--- src/rtl/lsu_mem_adapter_if.sv ---
// lsu_mem_adapter_if -- bundles the request/response handshake and the
// word-wide memory port of lsu_mem_adapter.
//
// Signals
//   req_valid/req_ready    : access request handshake
//   req_store, req_funct3  : store/load select and RV32I width/sign code
//   req_addr, req_wdata    : byte address and right-aligned store data
//   rsp_valid              : one-cycle completion pulse
//   rsp_rdata, rsp_fault   : extended load result / rejection flag
//   mem_read, mem_write    : memory-port strobes
//   mem_address, mem_wmask : word-aligned address and byte write mask
//   mem_wdata              : lane-aligned write data
//   mem_resp, mem_rdata    : memory acknowledge and read data
//
// Modports
//   slave  : the adapter itself
//   master : the surrounding pipeline plus memory model (environment side)
interface lsu_mem_adapter_if;
  logic        req_valid;
  logic        req_ready;
  logic        req_store;
  logic [2:0]  req_funct3;
  logic [31:0] req_addr;
  logic [31:0] req_wdata;
  logic        rsp_valid;
  logic [31:0] rsp_rdata;
  logic        rsp_fault;
  logic        mem_read;
  logic        mem_write;
  logic [3:0]  mem_wmask;
  logic [31:0] mem_address;
  logic [31:0] mem_wdata;
  logic        mem_resp;
  logic [31:0] mem_rdata;

  modport slave (
    input  req_valid, req_store, req_funct3, req_addr, req_wdata,
    input  mem_resp, mem_rdata,
    output req_ready, rsp_valid, rsp_rdata, rsp_fault,
    output mem_read, mem_write, mem_wmask, mem_address, mem_wdata
  );

  modport master (
    output req_valid, req_store, req_funct3, req_addr, req_wdata,
    output mem_resp, mem_rdata,
    input  req_ready, rsp_valid, rsp_rdata, rsp_fault,
    input  mem_read, mem_write, mem_wmask, mem_address, mem_wdata
  );
endinterface

--- src/rtl/lsu_mem_adapter.sv ---
// lsu_mem_adapter -- turns one RV32I load/store request into one or two
// word-aligned beats on a 32-bit memory port and returns the extended
// load result as a single-cycle response.
//
// Ports
//   clk   : single clock, rising edge
//   rst_n : asynchronous active-low reset
//   bus   : lsu_mem_adapter_if.slave (request, response and memory signals)
//
// Configuration macro
//   MISALIGNED_SPLIT_EN : when defined, misaligned accesses are performed,
//                         using a second beat when they cross a word
//                         boundary; when undefined they fault and the
//                         second beat is never used.
module lsu_mem_adapter (
  input  logic             clk,
  input  logic             rst_n,
  lsu_mem_adapter_if.slave bus
);

  typedef enum logic [1:0] {
    IDLE  = 2'd0,
    BEAT0 = 2'd1,
    BEAT1 = 2'd2,
    DONE  = 2'd3
  } state_t;

  state_t      state_r;
  state_t      state_s;

  // Captured request; mask/data are stored already shifted into an 8-byte window
  logic        store_r;
  logic [2:0]  funct3_r;
  logic [1:0]  off_r;
  logic [29:0] word_r;
  logic        split_r;
  logic [7:0]  mask_r;
  logic [63:0] wdata_r;
  logic [63:0] buf_r;
  logic [31:0] rsp_rdata_r;
  logic        rsp_fault_r;

  logic        accept_s;
  logic        legal_s;
  logic        fault_s;
  logic        split_s;
  logic [2:0]  size_s;
  logic [3:0]  bytemask_s;
  logic [1:0]  off_s;
  logic [7:0]  mask64_s;
  logic [63:0] wdata64_s;
  logic [63:0] buf_s;
  logic [63:0] shifted_s;
  logic [31:0] result_s;

  // Truncate to the access width and sign- or zero-extend per funct3
  function automatic logic [31:0] extend_load(input logic [2:0] funct3,
                                              input logic [31:0] raw);
    logic [31:0] res;
    res = 32'h0000_0000;
    case (funct3)
      3'b000:  res = {{24{raw[7]}}, raw[7:0]};
      3'b001:  res = {{16{raw[15]}}, raw[15:0]};
      3'b010:  res = raw;
      3'b100:  res = {24'h00_0000, raw[7:0]};
      3'b101:  res = {16'h0000, raw[15:0]};
      default: res = 32'h0000_0000;
    endcase
    return res;
  endfunction

  assign accept_s = bus.req_valid && (state_r == IDLE);
  assign off_s    = bus.req_addr[1:0];

  // Request decode: size, byte mask and funct3 legality
  always_comb begin
    size_s     = 3'd0;
    bytemask_s = 4'b0000;
    legal_s    = 1'b0;
    case (bus.req_funct3[1:0])
      2'b00: begin
        size_s     = 3'd1;
        bytemask_s = 4'b0001;
      end
      2'b01: begin
        size_s     = 3'd2;
        bytemask_s = 4'b0011;
      end
      2'b10: begin
        size_s     = 3'd4;
        bytemask_s = 4'b1111;
      end
      default: begin
        size_s     = 3'd0;
        bytemask_s = 4'b0000;
      end
    endcase
    if (bus.req_store) begin
      legal_s = (bus.req_funct3[2] == 1'b0) && (bus.req_funct3[1:0] != 2'b11);
    end else begin
      legal_s = (bus.req_funct3 != 3'b011) && (bus.req_funct3 != 3'b110) &&
                (bus.req_funct3 != 3'b111);
    end
  end

`ifdef MISALIGNED_SPLIT_EN
  // A second beat is needed whenever the access runs past the word end
  assign split_s = (({1'b0, off_s} + size_s) > 3'd4);
  assign fault_s = !legal_s;
`else
  logic misaligned_s;

  // Offset must be a multiple of the access size
  always_comb begin
    misaligned_s = 1'b0;
    case (bus.req_funct3[1:0])
      2'b01:   misaligned_s = off_s[0];
      2'b10:   misaligned_s = |off_s;
      default: misaligned_s = 1'b0;
    endcase
  end

  // Aligned accesses never cross a word, so the second beat is unreachable
  assign split_s = 1'b0;
  assign fault_s = !legal_s || misaligned_s;
`endif

  // Loads carry a zero mask so mem_wmask stays 0 on read beats
  assign mask64_s  = {4'b0000, bytemask_s & {4{bus.req_store}}} << off_s;
  assign wdata64_s = {32'h0000_0000, bus.req_wdata} << {off_s, 3'b000};

  // Read buffer as it will be after this cycle's memory acknowledge
  always_comb begin
    buf_s = buf_r;
    if (bus.mem_resp && (state_r == BEAT0)) begin
      buf_s = {buf_r[63:32], bus.mem_rdata};
    end else if (bus.mem_resp && (state_r == BEAT1)) begin
      buf_s = {bus.mem_rdata, buf_r[31:0]};
    end else begin
      buf_s = buf_r;
    end
  end

  assign shifted_s = buf_s >> {off_r, 3'b000};
  assign result_s  = store_r ? 32'h0000_0000 : extend_load(funct3_r, shifted_s[31:0]);

  // Next-state logic
  always_comb begin
    state_s = state_r;
    case (state_r)
      IDLE: begin
        if (accept_s) begin
          state_s = fault_s ? DONE : BEAT0;
        end else begin
          state_s = IDLE;
        end
      end
      BEAT0: begin
        if (bus.mem_resp) begin
          state_s = split_r ? BEAT1 : DONE;
        end else begin
          state_s = BEAT0;
        end
      end
      BEAT1: begin
        if (bus.mem_resp) begin
          state_s = DONE;
        end else begin
          state_s = BEAT1;
        end
      end
      DONE:    state_s = IDLE;
      default: state_s = IDLE;
    endcase
  end

  // State register
  always_ff @(posedge clk or negedge rst_n) begin
    if (!rst_n) begin
      state_r <= IDLE;
    end else begin
      state_r <= state_s;
    end
  end

  // Request capture, read buffer and response registers
  always_ff @(posedge clk or negedge rst_n) begin
    if (!rst_n) begin
      store_r     <= 1'b0;
      funct3_r    <= 3'd0;
      off_r       <= 2'd0;
      word_r      <= 30'd0;
      split_r     <= 1'b0;
      mask_r      <= 8'h00;
      wdata_r     <= 64'h0;
      buf_r       <= 64'h0;
      rsp_rdata_r <= 32'h0000_0000;
      rsp_fault_r <= 1'b0;
    end else begin
      if (accept_s) begin
        store_r  <= bus.req_store;
        funct3_r <= bus.req_funct3;
        off_r    <= off_s;
        word_r   <= bus.req_addr[31:2];
        split_r  <= split_s;
        mask_r   <= mask64_s;
        wdata_r  <= wdata64_s;
      end
      buf_r <= buf_s;
      // Response registers change only on entry to DONE and hold otherwise
      if ((state_s == DONE) && (state_r != DONE)) begin
        rsp_fault_r <= (state_r == IDLE);
        rsp_rdata_r <= (state_r == IDLE) ? 32'h0000_0000 : result_s;
      end
    end
  end

  // Memory-port drive: decoded from registered state and captured request only
  always_comb begin
    bus.mem_read    = 1'b0;
    bus.mem_write   = 1'b0;
    bus.mem_address = 32'h0000_0000;
    bus.mem_wmask   = 4'b0000;
    bus.mem_wdata   = 32'h0000_0000;
    case (state_r)
      BEAT0: begin
        bus.mem_read    = !store_r;
        bus.mem_write   = store_r;
        bus.mem_address = {word_r, 2'b00};
        bus.mem_wmask   = mask_r[3:0];
        bus.mem_wdata   = wdata_r[31:0];
      end
      BEAT1: begin
        bus.mem_read    = !store_r;
        bus.mem_write   = store_r;
        bus.mem_address = {word_r + 30'd1, 2'b00};
        bus.mem_wmask   = mask_r[7:4];
        bus.mem_wdata   = wdata_r[63:32];
      end
      default: begin
        bus.mem_read    = 1'b0;
        bus.mem_write   = 1'b0;
        bus.mem_address = 32'h0000_0000;
        bus.mem_wmask   = 4'b0000;
        bus.mem_wdata   = 32'h0000_0000;
      end
    endcase
  end

  assign bus.req_ready = (state_r == IDLE);
  assign bus.rsp_valid = (state_r == DONE);
  assign bus.rsp_rdata = rsp_rdata_r;
  assign bus.rsp_fault = rsp_fault_r;

endmodule
--- src/flat_wrapper.sv ---
// flat-port wrapper written by rule: the top's interface ports become plain ports
module lsu_mem_adapter_flat 
  (clk, rst_n, bus_req_valid, bus_req_store, bus_req_funct3, bus_req_addr, bus_req_wdata, bus_mem_resp, bus_mem_rdata, bus_req_ready, bus_rsp_valid, bus_rsp_rdata, bus_rsp_fault, bus_mem_read, bus_mem_write, bus_mem_wmask, bus_mem_address, bus_mem_wdata);
  lsu_mem_adapter_if bus_i ();
  input  logic clk;
  input  logic rst_n;
  input wire logic [$bits(bus_i.req_valid)-1:0] bus_req_valid;
  input wire logic [$bits(bus_i.req_store)-1:0] bus_req_store;
  input wire logic [$bits(bus_i.req_funct3)-1:0] bus_req_funct3;
  input wire logic [$bits(bus_i.req_addr)-1:0] bus_req_addr;
  input wire logic [$bits(bus_i.req_wdata)-1:0] bus_req_wdata;
  input wire logic [$bits(bus_i.mem_resp)-1:0] bus_mem_resp;
  input wire logic [$bits(bus_i.mem_rdata)-1:0] bus_mem_rdata;
  output wire logic [$bits(bus_i.req_ready)-1:0] bus_req_ready;
  output wire logic [$bits(bus_i.rsp_valid)-1:0] bus_rsp_valid;
  output wire logic [$bits(bus_i.rsp_rdata)-1:0] bus_rsp_rdata;
  output wire logic [$bits(bus_i.rsp_fault)-1:0] bus_rsp_fault;
  output wire logic [$bits(bus_i.mem_read)-1:0] bus_mem_read;
  output wire logic [$bits(bus_i.mem_write)-1:0] bus_mem_write;
  output wire logic [$bits(bus_i.mem_wmask)-1:0] bus_mem_wmask;
  output wire logic [$bits(bus_i.mem_address)-1:0] bus_mem_address;
  output wire logic [$bits(bus_i.mem_wdata)-1:0] bus_mem_wdata;
  assign bus_i.req_valid = bus_req_valid;
  assign bus_i.req_store = bus_req_store;
  assign bus_i.req_funct3 = bus_req_funct3;
  assign bus_i.req_addr = bus_req_addr;
  assign bus_i.req_wdata = bus_req_wdata;
  assign bus_i.mem_resp = bus_mem_resp;
  assign bus_i.mem_rdata = bus_mem_rdata;
  assign bus_req_ready = bus_i.req_ready;
  assign bus_rsp_valid = bus_i.rsp_valid;
  assign bus_rsp_rdata = bus_i.rsp_rdata;
  assign bus_rsp_fault = bus_i.rsp_fault;
  assign bus_mem_read = bus_i.mem_read;
  assign bus_mem_write = bus_i.mem_write;
  assign bus_mem_wmask = bus_i.mem_wmask;
  assign bus_mem_address = bus_i.mem_address;
  assign bus_mem_wdata = bus_i.mem_wdata;
  lsu_mem_adapter u_core (.clk(clk), .rst_n(rst_n), .bus(bus_i));
endmodule
--- config.mk ---
export PLATFORM = sky130hd
export DESIGN_NAME = lsu_mem_adapter_flat
export DESIGN_NICKNAME = d
export VERILOG_FILES = /design/src/rtl/lsu_mem_adapter_if.sv /design/src/rtl/lsu_mem_adapter.sv /design/src/flat_wrapper.sv
export SDC_FILE = /design/constraint.sdc
export NUM_CORES = 1
export LEC_CHECK = 0
export CAP_MARGIN = 20
export CORE_UTILIZATION = 32
export CTS_BUF_LIST = sky130_fd_sc_hd__clkbuf_4 sky130_fd_sc_hd__clkbuf_8
export DETAILED_ROUTE_END_ITERATION = 16
export PLACE_DENSITY = 0.54
export REMOVE_ABC_BUFFERS = 1
export SYNTH_ARGS = -nofsm -noshare
export SYNTH_HDL_FRONTEND = slang
export SYNTH_SLANG_ARGS = --single-unit
--- constraint.sdc ---
create_clock -name clk -period 2.8 [get_ports clk]
set_clock_uncertainty 0.15 [all_clocks]
set_input_delay 0.56 -clock clk [delete_from_list [all_inputs] [get_ports clk]]
set_output_delay 0.56 -clock clk [all_outputs]
set_load 0.01 [all_outputs]
# After elaboration in Yosys (flattened, before gate mapping)
# Index checks and enable logic that the tools add are counted.
# op_classes
add_sub_neg,1
n_eq_ne,15
shift,3
n_mux,18
n_bitwise,2
n_reduce_logical,15
# ops
cell,n
32-bit one-hot mux with 5 select lines,1
64-bit 2-to-1 mux,2
32-bit one-hot mux with 2 select lines,2
32-bit 2-to-1 mux,2
32-bit by 5-bit left shift with 64-bit output,1
64-bit by 5-bit >> shifter with 32-bit output,1
30-bit by 1-bit adder with 30-bit output (second input constant),1
4-bit one-hot mux with 3 select lines,1
2-bit equality test (second input constant),4
2-bit one-hot mux with 4 select lines,1
4-bit one-hot mux with 2 select lines,1
4-bit by 2-bit left shift with 8-bit output,1
1-bit logical AND,7
3-bit equality test (second input constant),2
2-bit 2-to-1 mux,3
3-bit inequality test (second input constant),2
4-bit AND,1
2-bit by 1-bit equality test with 1-bit output (second input constant),2
2-bit logical NOT,2
1-bit 2-to-1 mux,4
2-bit inequality test (second input constant),2
2-bit OR reduction,2
3-bit by 1-bit equality test with 1-bit output (second input constant),1
3-bit by 2-bit equality test with 1-bit output (second input constant),1
6 further kinds,7
# word_totals
regBits,207
input_bits,104
output_inout_bits,105
wordCells,64

# Logic depth before layout (Yosys ltp)
# Gate-level depths: netlist (run 1).
# logic_depth
ltp_word,11
ltp_mapped,10
mapped_depth_nobuf,7

# Worst setup path before layout (run 1)
# Ideal clock, no wire load.
# synth_path
kind,register to output
from,register u_core.state_r[0]
to,output port bus_mem_address[15]
arrival_ns,2.013
t_required_ns,2.090
slack_ns,0.077
path_stages_with_launch,10
n_path_buf,4
cell_sequence,dfrtp_1 inv_1 ha_1 buf_2 and2_1 clkbuf_1 clkbuf_1 clkbuf_1 nand3_1 o21ai_0
# synth_between
elab_chain_cells,2
elab_cells_between_ends,3
classes_between,eq/ne (2); mux (1)
# synth_lines
item,line_no,text
start: declaration,lsu_mem_adapter.sv:28,state_t state_r;
start signal: assignment,lsu_mem_adapter.sv:182,state_r <= state_s;
2-bit equality test / 2-bit by 1-bit equality test with 1-bit output (equally long branches),lsu_mem_adapter.sv:225,case (state_r)
32-bit one-hot mux with 2 select lines *,lsu_mem_adapter.sv:225,
end: declaration,flat_wrapper.sv:21,output wire logic [$bits(bus_i.mem_address)-1:0] bus_mem_address;
# Mark *: on every way between the ends. The rest lies on a longest branch, timed or not.

# Worst setup path after layout (run 1)
# layout_path
from,register u_core.word_r[0]
to,output port bus_mem_address[21]
# layout_between
elab_chain_cells,2
# layout_lines
item,line_no,text
start: declaration,lsu_mem_adapter.sv:35,logic [29:0] word_r;
start signal: assignment,lsu_mem_adapter.sv:204,word_r <= bus.req_addr[31:2];
30-bit by 1-bit adder with 30-bit output,lsu_mem_adapter.sv:236,"bus.mem_address = {word_r + 30'd1, 2'b00};"
32-bit one-hot mux with 2 select lines,lsu_mem_adapter.sv:225,
# Every way passes these cells.

==> impl_results.html, run 1 <==
<table>
<tr><th>Metric</th><th>Value</th></tr>
<tr><th colspan="2">Layout</th></tr>
<tr><td>Core Util, Final</td><td>0.476</td></tr>
<tr><td>Total of fill cells in the finished design</td><td>approximately 2900</td></tr>
<tr><td>Commonest cells after routing, fill and taps aside</td><td>dfrtp_1, clkdlybuf4s50_1, buf_4</td></tr>
<tr><td>Post-route standard cell area excluding fillers</td><td>14600 µm²</td></tr>
<tr><td>Area growth from synthesis to layout</td><td>45.9%</td></tr>
<tr><td>Share of final-layout standard cells stronger than drive strength 1</td><td>0.348</td></tr>
<tr><td>Post-layout nets</td><td>approximately 1400</td></tr>
<tr><td>Most common cell after layout, fill and taps aside</td><td>dfrtp_1</td></tr>
<tr><th colspan="2">Flow run</th></tr>
<tr><td>Maximum Capacitance Violations</td><td>0</td></tr>
<tr><th colspan="2">Global routing</th></tr>
<tr><td>Leftover overflow at the end of global routing</td><td>0</td></tr>
<tr><td>Tot GR Track Use</td><td>0.210</td></tr>
<tr><td>Largest net degree at the start of global routing</td><td>65</td></tr>
<tr><td>Global-route wire length before repair</td><td>51.4 mm</td></tr>
<tr><td>Number of global-route vias before repair</td><td>9177</td></tr>
<tr><td>Antenna violations before repair</td><td>2</td></tr>
<tr><th colspan="2">Logic synthesis</th></tr>
<tr><td>Part of the Yosys area used for sequential elements</td><td>0.476</td></tr>
<tr><td>Async set or reset register ratio after synthesis</td><td>1.00</td></tr>
<tr><td>Yosys top cell area share</td><td>0.476</td></tr>
<tr><td>Cell types with the largest area share after synthesis</td><td>dfrtp_1, mux2_2, a22o_1, mux2i_1, o21ai_0</td></tr>
<tr><td>Synth Cell Area</td><td>10000 µm²</td></tr>
<tr><td>Cell count after synthesis</td><td>~950</td></tr>
<tr><td>Largest area contributor in the synthesized netlist</td><td>dfrtp_1</td></tr>
<tr><td>Leading register cell type out of synthesis</td><td>dfrtp_1</td></tr>
<tr><td>Distinct cell type count of the synthesized netlist</td><td>just under 60</td></tr>
<tr><td>Total of warnings raised by yosys</td><td>0</td></tr>
<tr><td>Number of flip-flops and latches in the synthesized netlist</td><td>190</td></tr>
<tr><td>Number of enable flip-flop cells after synthesis</td><td>0</td></tr>
<tr><td>Average size of a mapped cell</td><td>roughly 11 µm²</td></tr>
<tr><th colspan="2">Setup path</th></tr>
<tr><td>Critical path's slowest cell</td><td>or4_4</td></tr>
<tr><td>Cell Chain, Critical Path</td><td>buf_4 &gt; nand3_4 &gt; or4_4 &gt; or3_4 &gt; nor4_4 &gt; a21o_1 &gt; buf_2</td></tr>
<tr><td>Buffering stage count on the worst path with inverters included</td><td>2</td></tr>
<tr><td>Crit. End Element</td><td>primary output</td></tr>
<tr><td>Slack of the worst reg-to-reg path</td><td>approximately 200 ps</td></tr>
<tr><td>R2R Path Start</td><td>u_core.state_r[1]$_DFF_PN0_</td></tr>
<tr><td>Crit path arrival time</td><td>between 2000 and 2500 ps</td></tr>
<tr><td>Number of cells on the worst reg-to-reg path</td><td>10</td></tr>
<tr><td>Startpoint kind of the worst setup timing path</td><td>register</td></tr>
<tr><td>R2R Path End</td><td>u_core.bus.rsp_rdata[27]$_DFFE_PN0P_</td></tr>
<tr><td>CP required</td><td>around 2100 ps</td></tr>
<tr><td>Biggest cell delay along the critical path</td><td>440 ps</td></tr>
<tr><td>Top Family by Delay on Critical Path</td><td>simple AND/OR/NAND/NOR gates</td></tr>
<tr><td>Largest fanout on the critical path</td><td>3</td></tr>
<tr><td>Type of the worst setup path</td><td>reg -&gt; out</td></tr>
<tr><th colspan="2">Timing</th></tr>
<tr><td>Relative slew slack</td><td>0.334</td></tr>
<tr><td>Transition time of the tightest slew-check pin</td><td>about 1000 ps</td></tr>
<tr><td>Crit path setup slack, layout</td><td>-296 ps</td></tr>
<tr><td>Final count of negative-setup-slack endpoints</td><td>42</td></tr>
<tr><td>Final Critical Period</td><td>between 3000 and 4000 ps</td></tr>
<tr><td>Highest clock rate</td><td>roughly 320 MHz</td></tr>
<tr><td>Post-route fraction of the period consumed by the critical path</td><td>1.11</td></tr>
<tr><td>Final Max Slew Viols</td><td>0</td></tr>
<tr><td>RSZ-0062 raised after global routing</td><td>true</td></tr>
<tr><td>Hold Vio Cnt, Final</td><td>0</td></tr>
<tr><th colspan="2">Clock network</th></tr>
<tr><td>Worst skew pair latency</td><td>480 ps</td></tr>
<tr><td>Number of clock sinks</td><td>190</td></tr>
<tr><td>Root buffer cell</td><td>clkbuf_8</td></tr>
<tr><td>Clock buffers created by TritonCTS</td><td>17</td></tr>
<tr><td>Level count of the clock H-tree</td><td>4</td></tr>
<tr><td>CTS tree</td><td>built</td></tr>
<tr><td>Clock-pin slew on the worst setup and hold paths</td><td>110 ps</td></tr>
<tr><td>Clk buf depth</td><td>2</td></tr>
<tr><th colspan="2">Drt</th></tr>
<tr><td>Routed wirelength normalized by instance count</td><td>just under 20 µm</td></tr>
<tr><td>Count of TritonRoute iterations in the first routing pass</td><td>5</td></tr>
<tr><td>Remaining routing DRC violations</td><td>0</td></tr>
<tr><td>Iteration-0 DRC count of the detailed router</td><td>~570</td></tr>
<tr><td>Via-to-Cell Ratio</td><td>5.28</td></tr>
<tr><td>DRT Wirelength</td><td>~33 mm</td></tr>
<tr><td>Via count of the routed design</td><td>just under 9000</td></tr>
<tr><td>Routed Antenna Nets</td><td>0</td></tr>
<tr><th colspan="2">Power</th></tr>
<tr><td>P per Cell Area</td><td>about 1100 nW/µm²</td></tr>
<tr><td>Maximum resistive drop on vdd</td><td>a little over 0.5 mV</td></tr>
<tr><td>Leakage power total</td><td>around 6.7 nW</td></tr>
<tr><th colspan="2">Run status</th></tr>
<tr><td>Result of the run</td><td>complete, but fails checks</td></tr>
<tr><td>Violations in the final reports</td><td>negative setup slack</td></tr>
<tr><th colspan="2">Hold path</th></tr>
<tr><td>Depth of the worst hold-timing path</td><td>2</td></tr>
<tr><td>Type of the worst min-delay path</td><td>reg -&gt; reg</td></tr>
<tr><td>Hold Crit Endpoint</td><td>u_core.bus.rsp_rdata[1]$_DFFE_PN0P_</td></tr>
<tr><td>Launch point of the worst hold path</td><td>u_core.bus.rsp_rdata[1]$_DFFE_PN0P_</td></tr>
<tr><th colspan="2">Placement</th></tr>
<tr><td>Routability cong.</td><td>about 0.8</td></tr>
<tr><td>Total of buffers placed on input and output ports</td><td>a little over 200</td></tr>
<tr><td>Placed cell area</td><td>between 10000 and 15000 µm²</td></tr>
<tr><td>Detailed placer's ending HPWL</td><td>approximately 23 mm</td></tr>
<tr><th colspan="2">Floorplanning</th></tr>
<tr><td>Full die area</td><td>about 32000 µm²</td></tr>
<tr><td>Core region area</td><td>approximately 30000 µm²</td></tr>
<tr><td>Number of core rows</td><td>between 60 and 70</td></tr>
<tr><td>Overall die height</td><td>between 150 and 200 µm</td></tr>
<tr><td>Boundary pin count</td><td>roughly 210</td></tr>
<tr><td>Starting Density</td><td>0.326</td></tr>
<tr><td>Die Wd</td><td>~180 µm</td></tr>
</table>
tightest hold or removal path, delay by kind of cell, from the launching register on:
family          cells  cell delay [ps]
simple gates        1               40
compound gates      1               60
flops               1              360
logic make-up after synthesis:
kind of cell | Yosys count | share of synthesized area
muxes | 156 | 0.174
buffers and inverters | 101 | 0.0407
xor gates and xnor gates | 1 | 0.000876
AOI/OAI and AO/OA | 267 | 0.185
other | 1 | 0.000375
DFF | 190 | 0.476
adders and majority gates | 9 | 0.0113
and+or+nand+nor | 224 | 0.113
synth_stat cells (3+ instances only):
library cell,instances
or3_1,4
ha_1,9
nand2_1,91
o2111ai_1,7
nand4_1,6
buf_1,10
mux4_2,3
and2_1,6
dfrtp_1,190
nor2b_1,5
nand3_1,25
nor4_1,5
nor2_1,41
a221oi_1,10
a31oi_1,7
o21ai_0,71
mux2_2,109
o311ai_0,6
a22oi_1,23
mux2i_1,44
buf_2,10
inv_1,30
a21oi_1,41
a41oi_1,6
a21o_1,6
a22o_1,57
o211ai_1,11
clkbuf_1,47
o31ai_1,9
nor3_1,8
and3_1,17
a211oi_1,4
flip-flops by register name, summed over array words and instances (netlist names):
signal / flops
u_core.buf_r: 56
u_core.wdata_r: 56
u_core.bus.rsp_rdata: 32
u_core.word_r: 30
u_core.mask_r: 7
u_core.funct3_r: 3
u_core.off_r: 2
u_core.state_r: 2
u_core.bus.rsp_fault: 1
u_core.store_r: 1
stage by stage:
| step | power, mW | TNS [ps] | worst slack, ps | hold WS, ps | std cells |
|---|---|---|---|---|---|
| after floorplan | 9.02 | -92580 | -1450 | 114 | 880 |
| after global placement | 13.2 | -3800 | -246 | 307 | 1622 |
| after detailed placement | 13.3 | -3660 | -246 | 320 | 1622 |
| after CTS | 15.8 | -5810 | -288 | 345 | 1678 |
| after global routing | 17.3 | -9010 | -422 | 362 | 1688 |
| final | 16.2 | -4330 | -296 | 340 | 1689 |
layout make-up:
class,count,area [µm²],area share
Antenna cell,1,2.50,0.000172
Clock buffer,18,241,0.0166
Clock inverter,14,193,0.0132
Inverter,31,116,0.00798
Multi-Input combinational cell,659,5270,0.361
Sequential cell,190,4760,0.326
Tap cell,396,495,0.0340
Timing Repair Buffer,380,3510,0.241
worst max path at each step:
stage | start | to | cells past startpoint
floorplan | u_core.state_r[0]$_DFF_PN0_ | u_core.mask_r[0]$_DFFE_PN0P_ | 5
global placement | u_core.word_r[8]$_DFFE_PN0P_ | bus_mem_address[21] | 6
detailed placement | u_core.word_r[8]$_DFFE_PN0P_ | bus_mem_address[21] | 6
CTS | u_core.word_r[11]$_DFFE_PN0P_ | bus_mem_address[21] | 6
global route | u_core.word_r[9]$_DFFE_PN0P_ | bus_mem_address[31] | 8
finish | u_core.word_r[0]$_DFFE_PN0P_ | bus_mem_address[21] | 7
routing by layer:
layer  GRT usage  part of all wire  vias to the layer above
met5           0           0.00033                        -
met3      0.0424             0.056                       40
met1       0.291              0.47                     4423
met2       0.331              0.46                      270
li1            -                 -                     4176
met4      0.0583             0.019                        2
power by group:
part / internal (mW) / total [mW] / switching [mW]
logic: 4.76 / 9.38 / 4.62
clock network: 0.864 / 2.04 / 1.17
registers: 4.03 / 4.79 / 0.758
timing repair:
| item | CTS | global route |
|---|---|---|
| setup endpoints to repair | 69 | 61 |
| endpoints found under the hold margin | 59 | 0 |
| pin swaps | 53 | 27 |
| cloned | 4 | 1 |
| resized for setup | 301 | 76 |
| hold buffers | 1 | 0 |
| setup buffers | 20 | 13 |
Power figures use the tool's default switching activity.
==> run 2, diff against run 1 <==
- ABC_CLOCK_PERIOD_IN_PS: not set -> 2800
- PLACE_DENSITY: 0.54 -> 0.55
==> impl_results.html, run 2 (same netlist as run 1, synthesis figures left out) <==
<table>
<tr><th>Metric</th><th>Value</th></tr>
<tr><th colspan="2">Timing</th></tr>
<tr><td>Highest clock rate</td><td>321 MHz (was 323 MHz)</td></tr>
<tr><td>Setup TNS</td><td>-3360 ps (was -4330 ps)</td></tr>
<tr><td>Post-route fraction of the period consumed by the critical path</td><td>1.11 (about the same)</td></tr>
<tr><td>Final Max Slew Viols</td><td>0 (unchanged)</td></tr>
<tr><td>Final count of negative-setup-slack endpoints</td><td>34 (was 42)</td></tr>
<tr><td>RSZ-0062 raised after global routing</td><td>true (unchanged)</td></tr>
<tr><td>Relative slew slack</td><td>0.353 (was 0.334)</td></tr>
<tr><td>Hold Vio Cnt, Final</td><td>0 (unchanged)</td></tr>
<tr><td>Transition time of the tightest slew-check pin</td><td>967 ps (was 996 ps)</td></tr>
<tr><td>Crit path setup slack, layout</td><td>-318 ps (was -296 ps)</td></tr>
<tr><td>Final Critical Period</td><td>3120 ps (was 3100 ps)</td></tr>
<tr><th colspan="2">Global routing</th></tr>
<tr><td>Number of global-route vias before repair</td><td>9038 (was 9177)</td></tr>
<tr><td>Largest net degree at the start of global routing</td><td>77 (was 65)</td></tr>
<tr><td>Global-route wire length before repair</td><td>50.4 mm (was 51.4 mm)</td></tr>
<tr><td>Leftover overflow at the end of global routing</td><td>0 (unchanged)</td></tr>
<tr><td>Antenna violations before repair</td><td>4 (was 2)</td></tr>
<tr><td>Tot GR Track Use</td><td>0.205 (was 0.210)</td></tr>
<tr><th colspan="2">Drt</th></tr>
<tr><td>Via-to-Cell Ratio</td><td>5.25 (was 5.28)</td></tr>
<tr><td>Count of TritonRoute iterations in the first routing pass</td><td>4 (was 5)</td></tr>
<tr><td>DRT Wirelength</td><td>31.9 mm (was 33.1 mm)</td></tr>
<tr><td>Routed metal-1 wirelength</td><td>14.7 mm (was 15.5 mm)</td></tr>
<tr><td>Routed Antenna Nets</td><td>0 (unchanged)</td></tr>
<tr><td>Iteration-0 DRC count of the detailed router</td><td>467 (was 573)</td></tr>
<tr><td>Remaining routing DRC violations</td><td>0 (unchanged)</td></tr>
<tr><td>Routed length on met2</td><td>14.7 mm (was 15.1 mm)</td></tr>
<tr><td>Met3 wire length</td><td>2.20 mm (was 1.84 mm)</td></tr>
<tr><td>Routed wirelength normalized by instance count</td><td>19.0 µm (was 19.6 µm)</td></tr>
<tr><td>Uppermost layer routed</td><td>met5 (unchanged)</td></tr>
<tr><td>Via count of the routed design</td><td>8806 (was 8911)</td></tr>
<tr><th colspan="2">Layout</th></tr>
<tr><td>Area growth from synthesis to layout</td><td>43.1% (was 45.9%)</td></tr>
<tr><td>Share of final-layout standard cells stronger than drive strength 1</td><td>0.337 (was 0.348)</td></tr>
<tr><td>Most common cell after layout, fill and taps aside</td><td>dfrtp_1 (unchanged)</td></tr>
<tr><td>Core Util, Final</td><td>0.466 (was 0.476)</td></tr>
<tr><td>Number of standard cells in the final layout excluding fillers</td><td>1678 (was 1689)</td></tr>
<tr><td>Post-route standard cell area excluding fillers</td><td>14300 µm² (was 14600 µm²)</td></tr>
<tr><td>Post-layout nets</td><td>1381 (was 1392)</td></tr>
<tr><td>Commonest cells after routing, fill and taps aside</td><td>dfrtp_1, clkdlybuf4s50_1, buf_4 (unchanged)</td></tr>
<tr><th colspan="2">Floorplanning</th></tr>
<tr><td>Starting Density</td><td>0.326 (unchanged)</td></tr>
<tr><td>Boundary pin count</td><td>209 (unchanged)</td></tr>
<tr><td>Die Wd</td><td>179 µm (unchanged)</td></tr>
<tr><td>Full die area</td><td>32000 µm² (unchanged)</td></tr>
<tr><td>Number of core rows</td><td>64 (unchanged)</td></tr>
<tr><td>Core region area</td><td>30700 µm² (unchanged)</td></tr>
<tr><td>Overall die height</td><td>179 µm (unchanged)</td></tr>
<tr><th colspan="2">Placement</th></tr>
<tr><td>Total of buffers placed on input and output ports</td><td>206 (unchanged)</td></tr>
<tr><td>Routability cong.</td><td>0.800 (was 0.799)</td></tr>
<tr><td>Detailed placer's ending HPWL</td><td>22.5 mm (was 22.9 mm)</td></tr>
<tr><td>Number of instances in the placed design</td><td>1624 (was 1622)</td></tr>
<tr><td>Placed cell area</td><td>13600 µm² (was 13500 µm²)</td></tr>
<tr><th colspan="2">Clock network</th></tr>
<tr><td>Clock buffers created by TritonCTS</td><td>17 (unchanged)</td></tr>
<tr><td>Clock-pin slew on the worst setup and hold paths</td><td>100 ps (was 110 ps)</td></tr>
<tr><td>Root buffer cell</td><td>clkbuf_8 (unchanged)</td></tr>
<tr><td>Level count of the clock H-tree</td><td>4 (unchanged)</td></tr>
<tr><td>CTS tree</td><td>built (unchanged)</td></tr>
<tr><td>Worst skew pair latency</td><td>470 ps (was 480 ps)</td></tr>
<tr><td>Clk buf depth</td><td>2 (unchanged)</td></tr>
<tr><td>Number of clock sinks</td><td>190 (unchanged)</td></tr>
<tr><th colspan="2">Setup path</th></tr>
<tr><td>Largest fanout on the critical path</td><td>3 (unchanged)</td></tr>
<tr><td>Type of the worst setup path</td><td>reg -&gt; out (unchanged)</td></tr>
<tr><td>CP required</td><td>2090 ps (about the same)</td></tr>
<tr><td>Crit path arrival time</td><td>2410 ps (was 2390 ps)</td></tr>
<tr><td>Crit. End Element</td><td>primary output (unchanged)</td></tr>
<tr><td>Startpoint kind of the worst setup timing path</td><td>register (unchanged)</td></tr>
<tr><th colspan="2">Flow run</th></tr>
<tr><td>Maximum Capacitance Violations</td><td>0 (unchanged)</td></tr>
<tr><th colspan="2">Power</th></tr>
<tr><td>P per Cell Area</td><td>1090 nW/µm² (was 1110 nW/µm²)</td></tr>
<tr><td>Maximum resistive drop on vdd</td><td>0.391 mV (was 0.504 mV)</td></tr>
<tr><td>Leakage power total</td><td>6.54 nW (was 6.71 nW)</td></tr>
<tr><td>Post-layout total power</td><td>15.6 mW (was 16.2 mW)</td></tr>
<tr><th colspan="2">Run status</th></tr>
<tr><td>Result of the run</td><td>complete, but fails checks (unchanged)</td></tr>
<tr><td>Violations in the final reports</td><td>negative setup slack (unchanged)</td></tr>
<tr><th colspan="2">Hold path</th></tr>
<tr><td>Type of the worst min-delay path</td><td>reg -&gt; reg (unchanged)</td></tr>
</table>
==> run 2: changes by cell type in the layout (fill, tap and decap cells not counted), moves of 4 or more <==
cell           before  now
buf_12             15   20
buf_4             130  123
buf_6              30   24
clkbuf_2            6    1
dlygate4sd2_1       5   11
clkinv_4            0    4
==> run 2: through the flow <==
step / setup slack, ps / hold slack, ps
after floorplan: -1450 / 114
after global placement: -272 / 309
after detailed placement: -265 / 313
after CTS: -338 / 337
after global routing: -406 / 363
final: -318 / 335
==> run 2: path summary, 6_finish.rpt <==
check / start / end / slack (ps) / depth (start not counted)
max in group asynchronous: rst_n / u_core.word_r[0]$_DFFE_PN0P_ / 1300 / 3
min: u_core.wdata_r[27]$_DFFE_PN0P_ / u_core.wdata_r[27]$_DFFE_PN0P_ / 330 / 2
max: u_core.word_r[1]$_DFFE_PN0P_ / bus_mem_address[19] / -320 / 6
min reg2reg: u_core.wdata_r[27]$_DFFE_PN0P_ / u_core.wdata_r[27]$_DFFE_PN0P_ / 330 / 2
max reg2reg: u_core.state_r[1]$_DFF_PN0_ / u_core.bus.rsp_rdata[25]$_DFFE_PN0P_ / 180 / 10
min in group asynchronous: rst_n / u_core.buf_r[36]$_DFF_PN0_ / 450 / 2
==> run 2: worst max-delay path, stage by stage, from the launching register on <==
cell and delay (ps):
dfrtp_1 410, nand3_2 100, or4_4 510, or3_4 440, o31ai_1 210, a31oi_1 120
buf_2 160
==> run 2: what timing repair did <==
action,4_1_cts,5_1_grt
pin swaps,29,31
hold buffers,1,0
cloned,3,0
setup buffers,10,11
gates resized for setup,302,59
endpoints found under the setup margin,70,60
endpoints found under the hold margin,50,0
==> run 2: layout make-up <==
class	instances	area (µm²)
Fill cell	2894	16400
Multi-Input combinational cell	659	5150
Sequential cell	190	4760
Timing Repair Buffer	369	3410
Tap cell	396	495
Clock buffer	18	248
Clock inverter	13	129
Inverter	31	116
Antenna cell	2	5.00
==> run 2: per-layer routing <==
layer,global-route usage,vias up
met3,0.0556,23
met5,0,-
li1,-,4167
met4,0.0491,6
met2,0.325,273
met1,0.278,4337
==> run 2: power breakdown <==
group	switching [mW]	internal, mW	leakage (nW)
clock	1.12	0.672	0.189
combinational	4.39	4.60	3.97
sequential	0.737	4.04	2.38
